`config.mk`:
```
export PLATFORM = sky130hd
export DESIGN_NAME = stream_packer_flat
export DESIGN_NICKNAME = d
export VERILOG_FILES = /design/src/rtl/stream_packer_if.sv /design/src/rtl/stream_packer.sv /design/src/flat_wrapper.sv
export SDC_FILE = /design/constraint.sdc
export NUM_CORES = 1
export LEC_CHECK = 0
export CAP_MARGIN = 5
export CORE_MARGIN = 4
export CORE_UTILIZATION = 35
export CTS_BUF_LIST = sky130_fd_sc_hd__clkbuf_16
export DETAILED_ROUTE_END_ITERATION = 7
export GPL_TIMING_DRIVEN = 0
export HOLD_SLACK_MARGIN = 0.12
export SYNTH_ARGS = -nofsm -noshare
export SYNTH_HDL_FRONTEND = slang
export SYNTH_SLANG_ARGS = --single-unit
export TNS_END_PERCENT = 30
```
`constraint.sdc`:
```
create_clock -name clk -period 1.6 [get_ports clk]
set_input_delay 0.16 -clock clk [delete_from_list [all_inputs] [get_ports clk]]
set_output_delay 0.16 -clock clk [all_outputs]
set_load 0.005 [all_outputs]
```
`src/rtl/stream_packer_if.sv`:
```
`default_nettype none
// ============================================================================
// Module   : stream_packer_if
// Brief    : Narrow-beat input stream and packed-word output stream bundle.
// Revision : 1.0 - initial release
// ============================================================================
interface stream_packer_if #(
    parameter int DW    = 8,
    parameter int RATIO = 4
);
    logic                  valid_i;
    logic                  ready_o;
    logic [DW-1:0]         data_i;
    logic                  last_i;
    logic                  valid_o;
    logic                  ready_i;
    logic [DW*RATIO-1:0]   data_o;
    logic [RATIO-1:0]      strb_o;
    logic                  last_o;

    // Packer side of the link.
    modport slave (
        input  valid_i, data_i, last_i, ready_i,
        output ready_o, valid_o, data_o, strb_o, last_o
    );

    // Upstream source / downstream sink side of the link.
    modport master (
        output valid_i, data_i, last_i, ready_i,
        input  ready_o, valid_o, data_o, strb_o, last_o
    );
endinterface
`default_nettype wire

```
`src/rtl/stream_packer.sv`:
```
`default_nettype none
// ============================================================================
// Module   : stream_packer
// Brief    : Packs RATIO beats of DW bits into one word, flushing early on last.
// Revision : 1.0 - initial release
// ============================================================================
module stream_packer #(
    parameter int DW    = 8,
    parameter int RATIO = 4
) (
    input  wire logic         clk,
    input  wire logic         rst_n,
    stream_packer_if.slave    bus
);
    localparam int CW = (RATIO > 1) ? $clog2(RATIO) : 1;
    localparam logic [CW-1:0] C_LAST_LANE = CW'(RATIO - 1);

    logic [CW-1:0] r_cnt;
    logic          r_valid;
    logic          r_last;

    logic          w_ready;
    logic          w_accept;
    logic          w_consume;
    logic          w_complete;

    // Output side is a single word register, so a beat may only land once
    // the held word is gone or leaving this cycle.
    assign w_ready    = rst_n && (!r_valid || bus.ready_i);
    assign w_accept   = bus.valid_i && w_ready;
    assign w_consume  = r_valid && bus.ready_i;
    assign w_complete = w_accept && ((r_cnt == C_LAST_LANE) || bus.last_i);

    assign bus.ready_o = w_ready;
    assign bus.valid_o = r_valid;
    assign bus.last_o  = r_last;

    always_ff @(posedge clk or negedge rst_n) begin
        if (!rst_n) begin
            r_cnt   <= '0;
            r_valid <= 1'b0;
            r_last  <= 1'b0;
        end else begin
            if (w_accept) begin
                r_cnt <= w_complete ? '0 : r_cnt + 1'b1;
            end

            if (w_complete) begin
                r_valid <= 1'b1;
            end else if (w_consume) begin
                r_valid <= 1'b0;
            end

            // A non-completing beat always carries last_i=0.
            if (w_accept) begin
                r_last <= bus.last_i;
            end else if (w_consume) begin
                r_last <= 1'b0;
            end
        end
    end

    // Each lane doubles as accumulator and output holding register; a consume
    // wipes every lane except the one the simultaneous new beat writes.
    for (genvar k = 0; k < RATIO; k++) begin : g_lane
        logic [DW-1:0] r_lane;
        logic          r_fill;

        always_ff @(posedge clk or negedge rst_n) begin
            if (!rst_n) begin
                r_lane <= '0;
                r_fill <= 1'b0;
            end else if (w_accept && (r_cnt == CW'(k))) begin
                r_lane <= bus.data_i;
                r_fill <= 1'b1;
            end else if (w_consume) begin
                r_lane <= '0;
                r_fill <= 1'b0;
            end
        end

        assign bus.data_o[k*DW +: DW] = r_lane;
        assign bus.strb_o[k]          = r_fill;
    end
endmodule
`default_nettype wire

```
`src/flat_wrapper.sv`:
```
// flat-port wrapper written by rule: the top's interface ports become plain ports
module stream_packer_flat 
#(
    parameter int DW    = 8,
    parameter int RATIO = 4
)
  (clk, rst_n, bus_valid_i, bus_data_i, bus_last_i, bus_ready_i, bus_ready_o, bus_valid_o, bus_data_o, bus_strb_o, bus_last_o);
  stream_packer_if #(.DW(DW), .RATIO(RATIO)) bus_i ();
  input  wire logic clk;
  input  wire logic rst_n;
  input wire logic [$bits(bus_i.valid_i)-1:0] bus_valid_i;
  input wire logic [$bits(bus_i.data_i)-1:0] bus_data_i;
  input wire logic [$bits(bus_i.last_i)-1:0] bus_last_i;
  input wire logic [$bits(bus_i.ready_i)-1:0] bus_ready_i;
  output wire logic [$bits(bus_i.ready_o)-1:0] bus_ready_o;
  output wire logic [$bits(bus_i.valid_o)-1:0] bus_valid_o;
  output wire logic [$bits(bus_i.data_o)-1:0] bus_data_o;
  output wire logic [$bits(bus_i.strb_o)-1:0] bus_strb_o;
  output wire logic [$bits(bus_i.last_o)-1:0] bus_last_o;
  assign bus_i.valid_i = bus_valid_i;
  assign bus_i.data_i = bus_data_i;
  assign bus_i.last_i = bus_last_i;
  assign bus_i.ready_i = bus_ready_i;
  assign bus_ready_o = bus_i.ready_o;
  assign bus_valid_o = bus_i.valid_o;
  assign bus_data_o = bus_i.data_o;
  assign bus_strb_o = bus_i.strb_o;
  assign bus_last_o = bus_i.last_o;
  stream_packer #(.DW(DW), .RATIO(RATIO)) u_core (.clk(clk), .rst_n(rst_n), .bus(bus_i));
endmodule
```
==> results.cfg, run 1 <==
[clock_tree]
cts.sinks = 40
htreeDepth = 2
cts_root_buf = clkbuf_16
clk_latency_ns = 0.28
clockBufferDepth = 2
cts_made_buffers = 5
cts.clk_slew.worst_paths_ns = 0.06
cts_tree = done

[grt]
first_global_vias = 1374
antenna_found_initial = 0
grt-ovfl-total = 0
grt_pass1_wl_mm = 7.376
grt_max_degree = 41
grt_usage = 0.1574

[pwr]
switchingPower_uw = 863.0
pwr-share-seq = 0.380
leakage_nw = 1.137
cellInternalPower_mw = 2.671
pwr-share-comb = 0.266
p_per_area_nw_per_um2 = 1405
switching_share = 0.2442
ir_drop_mv = 0.5822
p_clk_frac = 0.354
finalPower_mw = 3.534

[critical_path]
crit_start = rst_n
r2r-end = u_core.g_lane[2].r_lane[5]
path_cells = dlygate4sd3_1 -> buf_6 -> buf_4 -> and2_1 -> dlygate4sd2_1
start_kind = primary input
criticalPathCategory = in -> out
worstReg2RegStart = u_core.r_cnt[0]
crit_path_end_kind = output port
slowest_stage = dlygate4sd3_1
required_ns = 1.44
cp_num_buf_inv = 4
critPathTopFamily = buffers and inverters
critPathMaxStageDelay_ns = 0.56
reg2reg_slack_ns = 0.13
reg2regPathDepth = 5
crit_cells = 5
crit_arrival_ns = 1.41
crit_path_max_fanout = 10
endpoint = bus_ready_o

[synth]
synthDistinctLibCells = 23
synth_edf_count = 0
yosysMostFrequentCell = dfrtp_1
syn_nets = 147
synth_compound_area_frac = 0.2203
yosysTopAreaCellShare = 0.5895
async_reset_ff_frac = 1.000
netlist_instances = 130
synthAdderAreaFrac = 0.02948
synthSimpleGateAreaFrac = 0.08769
synthMuxAreaShare = 0.02948
synth_ff_type = dfrtp_1
yosys_warnings = 0
synth_xor_area_frac = 0
syn-cell-area_sq_um = 1698
synth_common_cells = 40 x dfrtp_1, 29 x a22o_1, 6 x buf_4, 6 x nor2_1, 5 x mux2i_1
synth_top_family_by_area = compound AO/OA/AOI/OAI gates
syn_area_per_cell_sq_um = 13.06
synth_top_cells_by_area = dfrtp_1 59%, a22o_1 15%, ha_1 2.9%
seq_area_frac_synth = 0.5895
ys_seq_elements = 40
yosysTopAreaCell = dfrtp_1

[floorplanning]
dieHeight_microns = 77.65
ios = 52
die_area_sq_um = 6030
start_util = 0.3595
core-area_sq_um = 4723
num_rows = 25
die_w_microns = 77.65

[sta]
hold_viol = 0
maxSlewHeadroom = 0.7658
fmax_mhz = 637.5
drv_slew = 0
tightest_slew_ns = 0.3513
fin_skew_ns = 0.002043
setup_tns_ns = 0
post-route-period-util = 0.9804
fin_crit_ns = 1.569
whs_ns = 0.2625
rsz0062_at_grt = false
setup_viol = 0

[route]
num_vias = 1273
dr.first_iter.drc_count = 53
ant_nets = 0
drcViolationCount = 0
wl_per_cell_microns = 17.35
wl_mm = 4.458
avgViaCountPerCell = 4.953
dr.pass1.iters = 4

[placed_design]
place_inst = 246
hpwl_mm = 3.082
place.gp.congestion = 0.8098
io_buffers = 49

[outcome]
status = complete, no violations

[cells_and_area]
area_growth_pct = 48.19
fin_nets = 207
antenna_cells = 0
final_core_util = 0.5327
final_cell_count_no_fill = 257
drive_gt1_frac = 0.1632

[flow_run]
cap_viol_max_count = 0

[worst_hold_path]
hp-start = bus_ready_i
min_path_type = in -> reg
## routing by layer
metal  vias to the layer above  global-route usage  wire length [microns]
li1                        599                   -                      -
met1                       638              0.2065                   2089
met2                        28              0.2491                   2142
met3                         8             0.03944                    150
met4                         0             0.06050                     76
met5                         -                   0                      0
## how the worst min path moves through the flow
stage                     slack [ns]  depth (start not counted)                    endpoint
after floorplan                -0.14                          0           u_core.bus.last_o
after global placement          0.48                          1  u_core.g_lane[1].r_lane[1]
after detailed placement        0.34                          1     u_core.g_lane[2].r_fill
after CTS                       0.25                          3     u_core.g_lane[3].r_fill
after global routing            0.26                          3     u_core.g_lane[3].r_fill
final                           0.26                          3     u_core.g_lane[3].r_fill
## tightest hold or removal path, delay by kind of cell
family                 cells  cell delay (ns)
AOI/OAI and AO/OA          1             0.13
buffers and inverters      1             0.13
muxes                      1             0.07
## state kept, by name, indices dropped and copies added (netlist names)
register,count
u_core.bus.valid_o,1
u_core.r_cnt,2
u_core.g_lane.r_lane,32
u_core.bus.last_o,1
u_core.g_lane.r_fill,4
## kinds of logic (layout without fill, tap and decap cells)
group | Yosys count | after routing
AND/OR/NAND/NOR | 26 | 26
flip-flops | 40 | 40
adder cells (fa/ha/maj) | 4 | 4
multiplexers | 5 | 5
buffers and inverters | 11 | 71
AO/OA/AOI/OAI | 44 | 44
## what timing repair did
item | in CTS | in global routing
setup buffers | 2 | 0
endpoints found under the setup margin | 33 | 9
endpoints found under the hold margin | 40 | 0
pin swaps | 0 | 0
gates resized for setup | 4 | 3
hold buffers | 2 | 0
## metrics by stage
stage	area [sq um]	setup slack, ns
5_1_grt	2516	0.01632
4_1_cts	2506	0.02439
3_5_place_dp	2267	-0.4606
2_1_floorplan	1698	0.3245
6_report	2516	0.03140
3_3_place_gp	2272	-1.512
## power by group through the flow
stage	clock network, mW	logic, mW	registers (mW)
after floorplan	0	0.397	1.35
after global placement	0	0.909	1.35
after detailed placement	0	0.922	1.36
after CTS	1.28	0.948	1.35
after global routing	1.32	1.02	1.37
final	1.25	0.940	1.34
## cell usage in the layout (no fill, tap or decap), types with 2 or more instances in the layout
| cell | n |
|---|---|
| inv_1 | 2 |
| and2_1 | 2 |
| nor2_1 | 6 |
| nand2_1 | 3 |
| bufinv_16 | 2 |
| buf_6 | 3 |
| nor2_2 | 4 |
| dfrtp_1 | 40 |
| clkbuf_16 | 5 |
| o2bb2ai_1 | 4 |
| clkdlybuf4s50_1 | 47 |
| buf_4 | 8 |
| mux2i_1 | 5 |
| a22o_1 | 29 |
| and3_1 | 2 |
| nand3_1 | 4 |
| a21oi_1 | 4 |
| ha_1 | 4 |
| o21ai_0 | 3 |
| and3_4 | 2 |
| o21ai_4 | 3 |
## area by class of cell
| cell class | instances | area, sq um |
|---|---|---|
| fill | 406 | 2207 |
| sequential | 40 | 1001 |
| multi-input combinational | 79 | 630.6 |
| timing repair buffer | 53 | 535.5 |
| clock buffer | 5 | 125.1 |
| tap | 67 | 83.83 |
| buffer | 9 | 72.57 |
| clock inverter | 2 | 60.06 |
| inverter | 2 | 7.507 |
(Power assumes the default switching activity.)
==> run 2: changes to the inputs <==
--- a/config.mk
+++ b/config.mk
@@ -12,6 +12,7 @@
 export DETAILED_ROUTE_END_ITERATION = 7
 export GPL_TIMING_DRIVEN = 0
 export HOLD_SLACK_MARGIN = 0.12
+export SKIP_CTS_REPAIR_TIMING = 1
 export SYNTH_ARGS = -nofsm -noshare
 export SYNTH_HDL_FRONTEND = slang
 export SYNTH_SLANG_ARGS = --single-unit
==> run 2 against run 1 <==
Net effect:
- largest power group unchanged
- sequential power barely moved
- the flow now finishes with violations (hold timing)
- critical path depth did not move
- register-to-register slack barely moved
- critical path type is now reg -> reg
- wire length fell by 2.1%
- core utilization fell by 0.77 points
- clock power barely moved
- hold slack got worse by 0.48 ns
- maximum frequency rose by 6.6%
==> results.cfg, run 2 (synthesized netlist as in run 1, its figures left out) <==
[route]
top_layer_used = met4
dr.first_iter.drc_count = 47
dr.pass1.iters = 4
drcViolationCount = 0
avgViaCountPerCell = 4.937
num_vias = 1259
wl_mm = 4.364
dr_wl_met2_mm = 2.080
wl_per_cell_microns = 17.11
wl_met1_mm = 2.038
wl_met3_microns = 169
ant_nets = 0

[outcome]
violations = hold timing
status = finished with violations

[clock_tree]
cts.sinks = 40
clockBufferDepth = 2
cts_root_buf = clkbuf_16
cts.clk_slew.worst_paths_ns = 0.06
cts_made_buffers = 5
htreeDepth = 2
cts_tree = done
clk_latency_ns = 0.28

[grt]
grt-ovfl-total = 0
grt_max_degree = 43
grt_pass1_wl_mm = 7.258
grt_usage = 0.1545
antenna_found_initial = 0
first_global_vias = 1357

[cells_and_area]
design_area_sq_um = 2480
final_common_cell = clkdlybuf4s50_1
drive_gt1_frac = 0.1596
top_register = u_core.g_lane.r_lane
layout_common_cells = 47 x clkdlybuf4s50_1, 40 x dfrtp_1, 29 x a22o_1
top_regs = u_core.g_lane.r_lane x32, u_core.g_lane.r_fill x4, u_core.r_cnt x2
antenna_cells = 0
fin_nets = 205
largest_register_ffs = 32
area_growth_pct = 46.06

[sta]
fin_crit_ns = 1.471
hold_viol = 40
fmax_mhz = 679.7
worst_slack_ns = 0.1287
post-route-period-util = 0.9195
tightest_slew_ns = 0.4078
setup_viol = 0
whs_ns = -0.2195
drv_slew = 0
setup_tns_ns = 0
maxSlewHeadroom = 0.7281
fin_skew_ns = 0.002409
rsz0062_at_grt = false

[floorplanning]
dieHeight_microns = 77.65
die_area_sq_um = 6030
ios = 52
die_w_microns = 77.65
start_util = 0.3595
core-area_sq_um = 4723
num_rows = 25

[placed_design]
io_buffers = 49
place_area_sq_um = 2267
hpwl_mm = 3.082
place.gp.congestion = 0.8098
dp_slack_ns = -0.4606

[critical_path]
crit_arrival_ns = 1.68
crit_path_max_fanout = 8
required_ns = 1.81
criticalPathCategory = reg -> reg
start_kind = register
crit_path_end_kind = register

[pwr]
leakage_nw = 1.128
finalPower_mw = 3.522
p_per_area_nw_per_um2 = 1420
ir_drop_mv = 0.5793

[worst_hold_path]
min_path_type = in -> async

[flow_run]
cap_viol_max_count = 0
[run 2: cell count changes in the layout (fill, tap and decap cells not counted)]
cell,delta
buf_12,-1
buf_2,+1
buf_4,-1
dlygate4sd2_1,-1
dlygate4sd3_1,-1
dlymetal6s2s_1,+1
o21ai_2,+1
o21ai_4,-1
[run 2: final timing paths]
kind / from / end / depth (start not counted) / slack, ns
hold reg to reg: u_core.g_lane[1].r_lane[0] / u_core.g_lane[1].r_lane[0] / 1 / 0.50
setup / recovery: u_core.r_cnt[0] / u_core.g_lane[2].r_lane[5] / 5 / 0.13
max in group asynchronous: rst_n / u_core.g_lane[2].r_lane[3] / 1 / 1.54
hold / removal: rst_n / u_core.g_lane[2].r_fill / 1 / -0.22
setup reg to reg: u_core.r_cnt[0] / u_core.g_lane[2].r_lane[5] / 5 / 0.13
min in group clk: bus_ready_i / u_core.g_lane[3].r_fill / 3 / 0.26
[run 2: area by class of cell]
class	count	area, sq um
Multi-Input combinational cell	79	623.1
Clock buffer	5	125.1
Timing Repair Buffer	51	509.2
Inverter	2	7.507
Buffer	9	70.07
Clock inverter	2	60.06
Tap cell	67	83.83
Sequential cell	40	1001
Fill cell	408	2243
[run 2: routing by layer]
layer  vias up  GRT usage
met5         -          0
met3         8    0.04060
met2        36     0.2397
met1       617     0.2036
met4         0    0.06406
li1        598          -
[run 2: where the power goes]
part / switching, mW / internal [mW]
clock: 0.369 / 0.884
sequential: 0.135 / 1.21
combinational: 0.357 / 0.567
total: 0.861 / 2.66
[run 2: through the flow]
stage / utilization / std cells
5_1_grt: 0.5250 / 255
6_report: 0.5250 / 255
3_3_place_gp: 0.4811 / 246
3_5_place_dp: 0.4800 / 246
2_1_floorplan: - / 130
4_1_cts: 0.5192 / 253
[run 2: critical path: stages (launching register included)]
cell,delay (ns)
dfrtp_1,0.39
inv_1,0.10
ha_1,0.22
and3_1,0.23
o21ai_4,0.28
a22o_1,0.19
==> run 3: changes to the inputs <==
--- a/config.mk
+++ b/config.mk
@@ -12,6 +12,7 @@
 export DETAILED_ROUTE_END_ITERATION = 7
 export GPL_TIMING_DRIVEN = 0
 export HOLD_SLACK_MARGIN = 0.12
+export MAX_ROUTING_LAYER = met4
 export SKIP_CTS_REPAIR_TIMING = 1
 export SYNTH_ARGS = -nofsm -noshare
 export SYNTH_HDL_FRONTEND = slang
==> run 3 against run 2 <==
Net effect:
- clock power about the same
- highest routed layer unchanged
- maximum frequency about the same
- die area unchanged
- non-clock buffer count unchanged
- the run still ends with hold timing left
- register-to-register slack about the same
- core utilization unchanged
- hold slack improved by 0.00074 ns
- final area unchanged
- critical path depth unchanged
==> results.cfg, run 3 (synthesized netlist as in run 1, its figures left out) <==
[grt]
grt_max_degree = 43
first_global_vias = 1358
antenna_found_initial = 0
grt_pass1_wl_mm = 7.224
grt_use_met2 = 0.2406
grt-ovfl-total = 0
use_met3 = 0.03944
use_met1 = 0.2021
grt_usage = 0.1583
grt.busiest_layer = met2

[sta]
post-route-period-util = 0.9198
drv_slew = 0
worst_slack_ns = 0.1283
fin_skew_ns = 0.002007
fin_crit_ns = 1.472
maxSlewHeadroom = 0.7237
setup_tns_ns = 0
whs_ns = -0.2188
rsz0062_at_grt = false
setup_viol = 0
tightest_slew_ns = 0.4144
fmax_mhz = 679.5
hold_viol = 40

[clock_tree]
cts.sinks = 40
cts_root_buf = clkbuf_16
clockBufferDepth = 2
clk_latency_ns = 0.28
cts_made_buffers = 5
htreeDepth = 2
cts.clk_slew.worst_paths_ns = 0.06
cts_tree = done

[route]
dr.first_iter.drc_count = 37
ant_nets = 0
wl_per_cell_microns = 17.16
wl_mm = 4.376
drcViolationCount = 0
avgViaCountPerCell = 4.949
num_vias = 1262
dr.pass1.iters = 4

[critical_path]
slowest_stage = dfrtp_1
required_ns = 1.81
critPathMaxStageDelay_ns = 0.38
crit_path_end_kind = register
path_cells = inv_1 -> ha_1 -> and3_1 -> o21ai_4 -> a22o_1
crit_arrival_ns = 1.68
criticalPathCategory = reg -> reg
start_kind = register
crit_path_max_fanout = 8

[outcome]
violations = hold timing
status = finished with violations

[cells_and_area]
area_growth_pct = 46.06
layout_common_cells = 47 x clkdlybuf4s50_1, 40 x dfrtp_1, 29 x a22o_1
antenna_cells = 0
top_register = u_core.g_lane.r_lane
drive_gt1_frac = 0.1596
largest_register_ffs = 32
fin_nets = 205
final_common_cell = clkdlybuf4s50_1
top_regs = u_core.g_lane.r_lane x32, u_core.g_lane.r_fill x4, u_core.r_cnt x2
fillers = 408
final_core_util = 0.5250

[pwr]
finalPower_mw = 3.523
ir_drop_mv = 0.5805
p_per_area_nw_per_um2 = 1421
leakage_nw = 1.128

[worst_hold_path]
min_path_type = in -> async

[placed_design]
hpwl_mm = 3.082
place.gp.congestion = 0.8217
io_buffers = 49
dp_slack_ns = -0.4606

[floorplanning]
ios = 52
dieHeight_microns = 77.65
die_w_microns = 77.65
start_util = 0.3595
num_rows = 25
die_area_sq_um = 6030
core-area_sq_um = 4723

[flow_run]
cap_viol_max_count = 0
## run 3: cell counts in the layout (fill, tap and decap cells not counted)
No cell type changed its count.
## run 3: worst paths after layout
| check | depth (start not counted) | from | slack, ns | end |
|---|---|---|---|---|
| worst max-delay path | 5 | u_core.r_cnt[0] | 0.13 | u_core.g_lane[2].r_lane[5] |
| worst min-delay path | 1 | rst_n | -0.22 | u_core.g_lane[2].r_fill |
| worst max register to register | 5 | u_core.r_cnt[0] | 0.13 | u_core.g_lane[2].r_lane[5] |
| worst min register to register | 1 | u_core.g_lane[1].r_lane[0] | 0.50 | u_core.g_lane[1].r_lane[0] |
| max in group asynchronous | 1 | rst_n | 1.53 | u_core.g_lane[1].r_lane[5] |
| min in group clk | 3 | bus_ready_i | 0.26 | u_core.g_lane[3].r_fill |
## run 3: area by class of cell
type                    instances  area, sq um  share of cell area
multi-input cells              79        623.1              0.2513
well taps                      67        83.83             0.03380
clock buffers                   5        125.1             0.05045
plain buffers                   9        70.07             0.02825
flip-flops and latches         40         1001              0.4036
repair buffers                 51        509.2              0.2053
inverters                       2        7.507            0.003027
clock inverters                 2        60.06             0.02422
## run 3: critical path, delay by kind of cell, from the launching register on
kind	cells	cell delay, ns
buffers and inverters	1	0.11
AND/OR/NAND/NOR	1	0.23
flip-flops	1	0.38
adder cells (fa/ha/maj)	1	0.22
AO/OA/AOI/OAI	2	0.47
## run 3: metal layers
metal | share of wire | vias to the layer above
met1 | 0.46 | 626
li1 | - | 594
met3 | 0.038 | 8
met4 | 0.017 | 0
met5 | 0 | -
met2 | 0.48 | 34
## run 3: stage by stage
stage | instances | area [sq um] | hold slack [ns]
global placement | 246 | 2272 | 0.4828
floorplan | 130 | 1698 | -0.1356
finish | 255 | 2480 | -0.2188
detailed placement | 246 | 2267 | 0.3426
CTS | 253 | 2452 | 0.04553
global route | 255 | 2480 | -0.1878
## run 3: power breakdown
part | internal, mW | leakage, nW | switching [mW]
Sequential | 1.21 | 0.540 | 0.134
Clock | 0.884 | 0.0899 | 0.369
Combinational | 0.567 | 0.498 | 0.358
==> variant 1, RTL diff (config.mk and constraints of run 2) <==
`DW` is set to 8 in 3 places; all go to 12.
--- a/src/rtl/stream_packer_if.sv
+++ b/src/rtl/stream_packer_if.sv
@@ -5,7 +5,7 @@
 // Revision : 1.0 - initial release
 // ============================================================================
 interface stream_packer_if #(
-    parameter int DW    = 8,
+    parameter int DW    = 12,
     parameter int RATIO = 4
 );
     logic                  valid_i;
--- a/src/rtl/stream_packer.sv
+++ b/src/rtl/stream_packer.sv
@@ -5,7 +5,7 @@
 // Revision : 1.0 - initial release
 // ============================================================================
 module stream_packer #(
-    parameter int DW    = 8,
+    parameter int DW    = 12,
     parameter int RATIO = 4
 ) (
     input  wire logic         clk,
--- a/src/flat_wrapper.sv
+++ b/src/flat_wrapper.sv
@@ -1,7 +1,7 @@
 // flat-port wrapper written by rule: the top's interface ports become plain ports
 module stream_packer_flat 
 #(
-    parameter int DW    = 8,
+    parameter int DW    = 12,
     parameter int RATIO = 4
 )
   (clk, rst_n, bus_valid_i, bus_data_i, bus_last_i, bus_ready_i, bus_ready_o, bus_valid_o, bus_data_o, bus_strb_o, bus_last_o);
Ports: changed (resized bus_data_i and bus_data_o); port bits go from 52 to 72. No check against the original RTL was run, so the function may have changed too.
==> variant 1 against run 2 <==
The flow still finishes with violations (negative hold slack); design area rose by 37%; synthesized area is 34% higher; sequential cell count up 16; clock skew is 0.0020 ns higher; power grew 21%; die area grew 31%; setup slack worse by 0.045 ns; sequential power up 38%; routed wire length up 40%; cell count rose by 31%; critical path type unchanged; largest cell class unchanged; highest routed layer unchanged.
==> variant 1: results (changes against run 2) <==
----------------------------------------------------
[Route]
  Starting DRC count in detailed routing ... 80 (+70%)
  Wirelength, routed ... 6.11 mm (+40%)
  Number of vias in the routed layout ... 1,712 (+36%)
  Number of iterations in the first detailed-routing pass ... 6 (+2)

[Logic synthesis]
  Share of the yosys chip area belonging to registers ... 61.5% (+2.5 points)
  Largest cells by area after synthesis ... sky130_fd_sc_hd__dfrtp_1, sky130_fd_sc_hd__a22o_1, sky130_fd_sc_hd__buf_4
  Count of mapped cells out of synthesis ... 169 (+30%)
  Number of distinct library cell variants in the gate-level netlist after synthesis ... 21 (-8.7%)
  Ranking of synthesized cells by instance count ... sky130_fd_sc_hd__dfrtp_1, sky130_fd_sc_hd__a22o_1, sky130_fd_sc_hd__buf_4, sky130_fd_sc_hd__nor2_1, sky130_fd_sc_hd__mux2i_1
  Top flip-flop cell by instance count after synthesis ... sky130_fd_sc_hd__dfrtp_1

[Setup path]
  Register-to-register path setup slack ... 0.08 ns (-0.04 ns)
  Worst Path Arrival ... 1.73 ns (+0.05 ns)
  Setup crit start ... u_core.r_cnt[1]$_DFFE_PN0P_
  Critical Path Max Stage Delay ... 0.38 ns
  Worst setup path endpoint ... u_core.g_lane[1].r_lane[11]$_DFFE_PN0P_
  Cell family contributing the most delay on the critical path ... flip-flops
  Highest net fanout along the worst path ... 10 (+2)

[Placement]
  Post-Place Setup Slack ... -0.456 ns (+0.00470 ns)
  Placed insts ... 316 (+28%)
  Count of input and output buffers ... 69 (+41%)
  HPWL after detailed placement ... 4.12 mm (+34%)
  Standard cell area after detailed placement ... 3080 µm² (+36%)
  Routability congestion estimate ... 0.787 (-2.8%)

[Final layout]
  Fraction of final layout cells sized beyond drive strength 1 ... 16.0% (+0.058 points)
  Post-Layout Cell Count ... 333 (+31%)
  Post-layout net count ... 276 (+35%)
  Layout fillers ... 537 (+32%)

[Outcome]
  Result of the run ... finished with violations
  Failing checks ... negative hold slack

[STA]
  Post-route clock skew ... 0.00439 ns (+0.00198 ns)
  Hold slack final ... -0.149 ns (+0.0703 ns)
  Final Hold Vio Count ... 25 (-38%)
  Period utilisation layout ... 94.8% (+2.8 points)
  Actual slew at the worst max-slew pin ... 0.381 ns (-0.0266 ns)

[Power]
  Net switching power of the design ... 1.18 mW (+37%)
  Worst supply voltage drop on vdd ... 745 µV (+29%)
  Lkg Pwr ... 1.57 nW (+39%)

[Clock tree]
  H-tree depth reported by CTS ... 2 (unchanged)

[Global routing]
  Maximum number of pins on one net before global-route repair ... 34 (-21%)
  All-Layer GR Usage ... 16.2% (+0.74 points)

----------------------------------------------------
## variant 1: cell count changes in the layout (fill, tap and decap cells not counted), sizes merged
cell           delta
clkinvlp          +1
dlygate4sd3       +4
inv               +2
clkbuf            +1
buf              +10
dfrtp            +16
clkdlybuf4s50    +20
a22o             +16
bufinv            -2
## variant 1: per-layer routing
layer / part of all wire [%] / GRT usage [%]
met4: 1.1 / 4.53
met1: 47 / 24.7
met3: 6.5 / 3.35
met2: 46 / 23.1
met5: 0 / 0
## variant 1: cells by family (layout without fill, tap and decap cells)
| kind of cell | count (synthesis) | in the layout | share of synthesized area (%) |
|---|---|---|---|
| AOI/OAI and AO/OA | 60 | 60 | 21.9 |
| DFF | 56 | 56 | 61.5 |
| and+or+nand+nor | 26 | 26 | 6.20 |
| buffers and inverters | 18 | 105 | 6.04 |
| muxes | 5 | 5 | 2.20 |
| adders and majority gates | 4 | 4 | 2.20 |
## variant 1: power by group through the flow
stage	clock network [mW]	logic (mW)	registers, mW
3_3_place_gp	0	1.23	1.89
6_report	1.12	1.28	1.86
4_1_cts	1.15	1.26	1.86
5_1_grt	1.20	1.40	1.90
3_5_place_dp	0	1.25	1.89
2_1_floorplan	0	0.501	1.87
## variant 1: cell type report
class	count	area, µm²	area share (%)
Buffer	16	141	4.17
Tap cell	77	96.3	2.84
Multi-Input combinational cell	95	746	22.0
Sequential cell	56	1400	41.3
Clock inverter	3	25.0	0.737
Timing Repair Buffer	79	851	25.1
Clock buffer	5	125	3.69
Inverter	2	7.51	0.221
## variant 1: tightest hold or removal path: stages
cell and delay, ns:
sky130_fd_sc_hd__buf_12 0.07, sky130_fd_sc_hd__buf_12 0.08, sky130_fd_sc_hd__buf_12 0.18
==> variant 2, RTL diff (settings of run 2) <==
Without the edit above. Make the reset (`rst_n`) synchronous in 2 clocked blocks.
--- a/src/rtl/stream_packer.sv
+++ b/src/rtl/stream_packer.sv
@@ -35,7 +35,7 @@
     assign bus.valid_o = r_valid;
     assign bus.last_o  = r_last;
 
-    always_ff @(posedge clk or negedge rst_n) begin
+    always_ff @(posedge clk) begin
         if (!rst_n) begin
             r_cnt   <= '0;
             r_valid <= 1'b0;
@@ -66,7 +66,7 @@
         logic [DW-1:0] r_lane;
         logic          r_fill;
 
-        always_ff @(posedge clk or negedge rst_n) begin
+        always_ff @(posedge clk) begin
             if (!rst_n) begin
                 r_lane <= '0;
                 r_fill <= 1'b0;
Check against the original RTL: differs if rst_n is asserted again (counterexample within 4 cycles, from zero or initial values and one cycle with rst_n low); with rst_n held inactive, the same outputs for 10 cycles.
==> variant 2 against run 2 <==
Synthesized area shrank 6.3%; sequential cell count is the same; critical path depth shrank 3; routed wire length shrank 11%; count of clock-buffer cells in the layout is the same; synthesized cell count grew 24%; design area shrank 6.5%; setup slack gained 0.12 ns; first-iteration DRC count shrank 77%.
Power is not compared: it rests on default switching activity, and its combinational part moved more than twofold at a synthesized area within 25%.
==> variant 2: results (changes against run 2) <==
----------------------------------------------------
[Logic synthesis]
  Async S/R FF share, synth ... 0% (-100 points)
  Post-synth net total ... 178 (+21%)
  Share of the yosys chip area belonging to registers ... 50.3% (-8.6 points)
  Largest cells by area after synthesis ... sky130_fd_sc_hd__dfxtp_1, sky130_fd_sc_hd__mux2i_1, sky130_fd_sc_hd__nand2_1
  Mean instance size in the synthesized netlist ... 9.89 µm² (-24%)

[Global routing]
  All-Layer GR Usage ... 15.0% (-0.44 points)
  Met1 Usage GRT ... 18.5% (-1.8 points)
  Maximum number of pins on one net before global-route repair ... 12 (-72%)
  Met3 track utilization from global routing ... 4.49% (+0.43 points)
  M2 GR Usage ... 24.8% (+0.86 points)

[Route]
  Met3 layer wire length in the routed design ... 171 µm (+1.2%)
  Routed met2 length ... 1.95 mm (-6.1%)
  Routed wire length per instance ... 14.4 µm (-16%)

[Placement]
  Routability congestion estimate ... 0.770 (-4.9%)
  Placed insts ... 264 (+7.3%)
  Standard cell area after detailed placement ... 2170 µm² (-4.4%)
  Post-Place Setup Slack ... -0.345 ns (+0.116 ns)

[Setup path]
  Start of the worst register-to-register path ... u_core.r_cnt[0]$_SDFFE_PN0P_
  Critical Path Max Stage Delay ... 0.48 ns (+0.09 ns)
  Worst Reg2Reg Path Length in Cells ... 4 (-1)
  Register-to-register path setup slack ... 0.32 ns (+0.19 ns)
  Highest net fanout along the worst path ... 2 (-6)
  Setup crit start ... u_core.g_lane[3].r_fill$_SDFFE_PN0P_
  Worst setup path endpoint ... bus_strb_o[3]
  Capture point of the worst reg-to-reg path ... u_core.g_lane[3].r_lane[2]$_SDFFE_PN0P_

[Final layout]
  Count of plain and timing-repair buffers ... 65 (+8.3%)
  Inverters ... 7 (+5)
  Area of the multi-input gates ... 666 µm² (+6.8%)
  Sequential cells ... 40 (unchanged)
  Post-Layout Cell Count ... 271 (+6.3%)
  #MultiIn Comb ... 100 (+27%)
  Post-layout net count ... 236 (+15%)
  Layout fillers ... 394 (-3.4%)
  Fraction of final layout cells sized beyond drive strength 1 ... 11.0% (-5.0 points)
  Sequential fraction of total cell area ... 34.6% (-5.8 points)

[Worst hold path]
  Path class of the lowest-slack min-delay path ... input pin to flop

[Outcome]
  Result of the run ... complete, no violations

[STA]
  Actual slew at the worst max-slew pin ... 0.280 ns (-0.128 ns)

----------------------------------------------------
==> variant 2: power by group through the flow <==
stage,combinational (mW),sequential (mW),clock (mW)
floorplan,0.0847,1.05,0
global placement,0.186,1.05,0
detailed placement,0.191,1.05,0
CTS,0.192,1.03,0.943
global route,0.208,1.03,0.978
finish,0.190,1.03,0.914
==> variant 2: logic make-up after synthesis <==
kind of cell | Yosys count | share of synthesized area [%]
AO/OA/AOI/OAI | 17 | 8.33
multiplexers | 25 | 15.7
adder cells (fa/ha/maj) | 4 | 3.14
AND/OR/NAND/NOR | 54 | 14.6
buffers and inverters | 21 | 7.86
flip-flops | 40 | 50.3
==> variant 2: worst reg2reg max path, cell delays in order (launching register included) <==
cell	delay (ns)
sky130_fd_sc_hd__dfxtp_1	0.38
sky130_fd_sc_hd__ha_1	0.25
sky130_fd_sc_hd__nand2_1	0.07
sky130_fd_sc_hd__o21a_1	0.27
sky130_fd_sc_hd__a22o_1	0.22
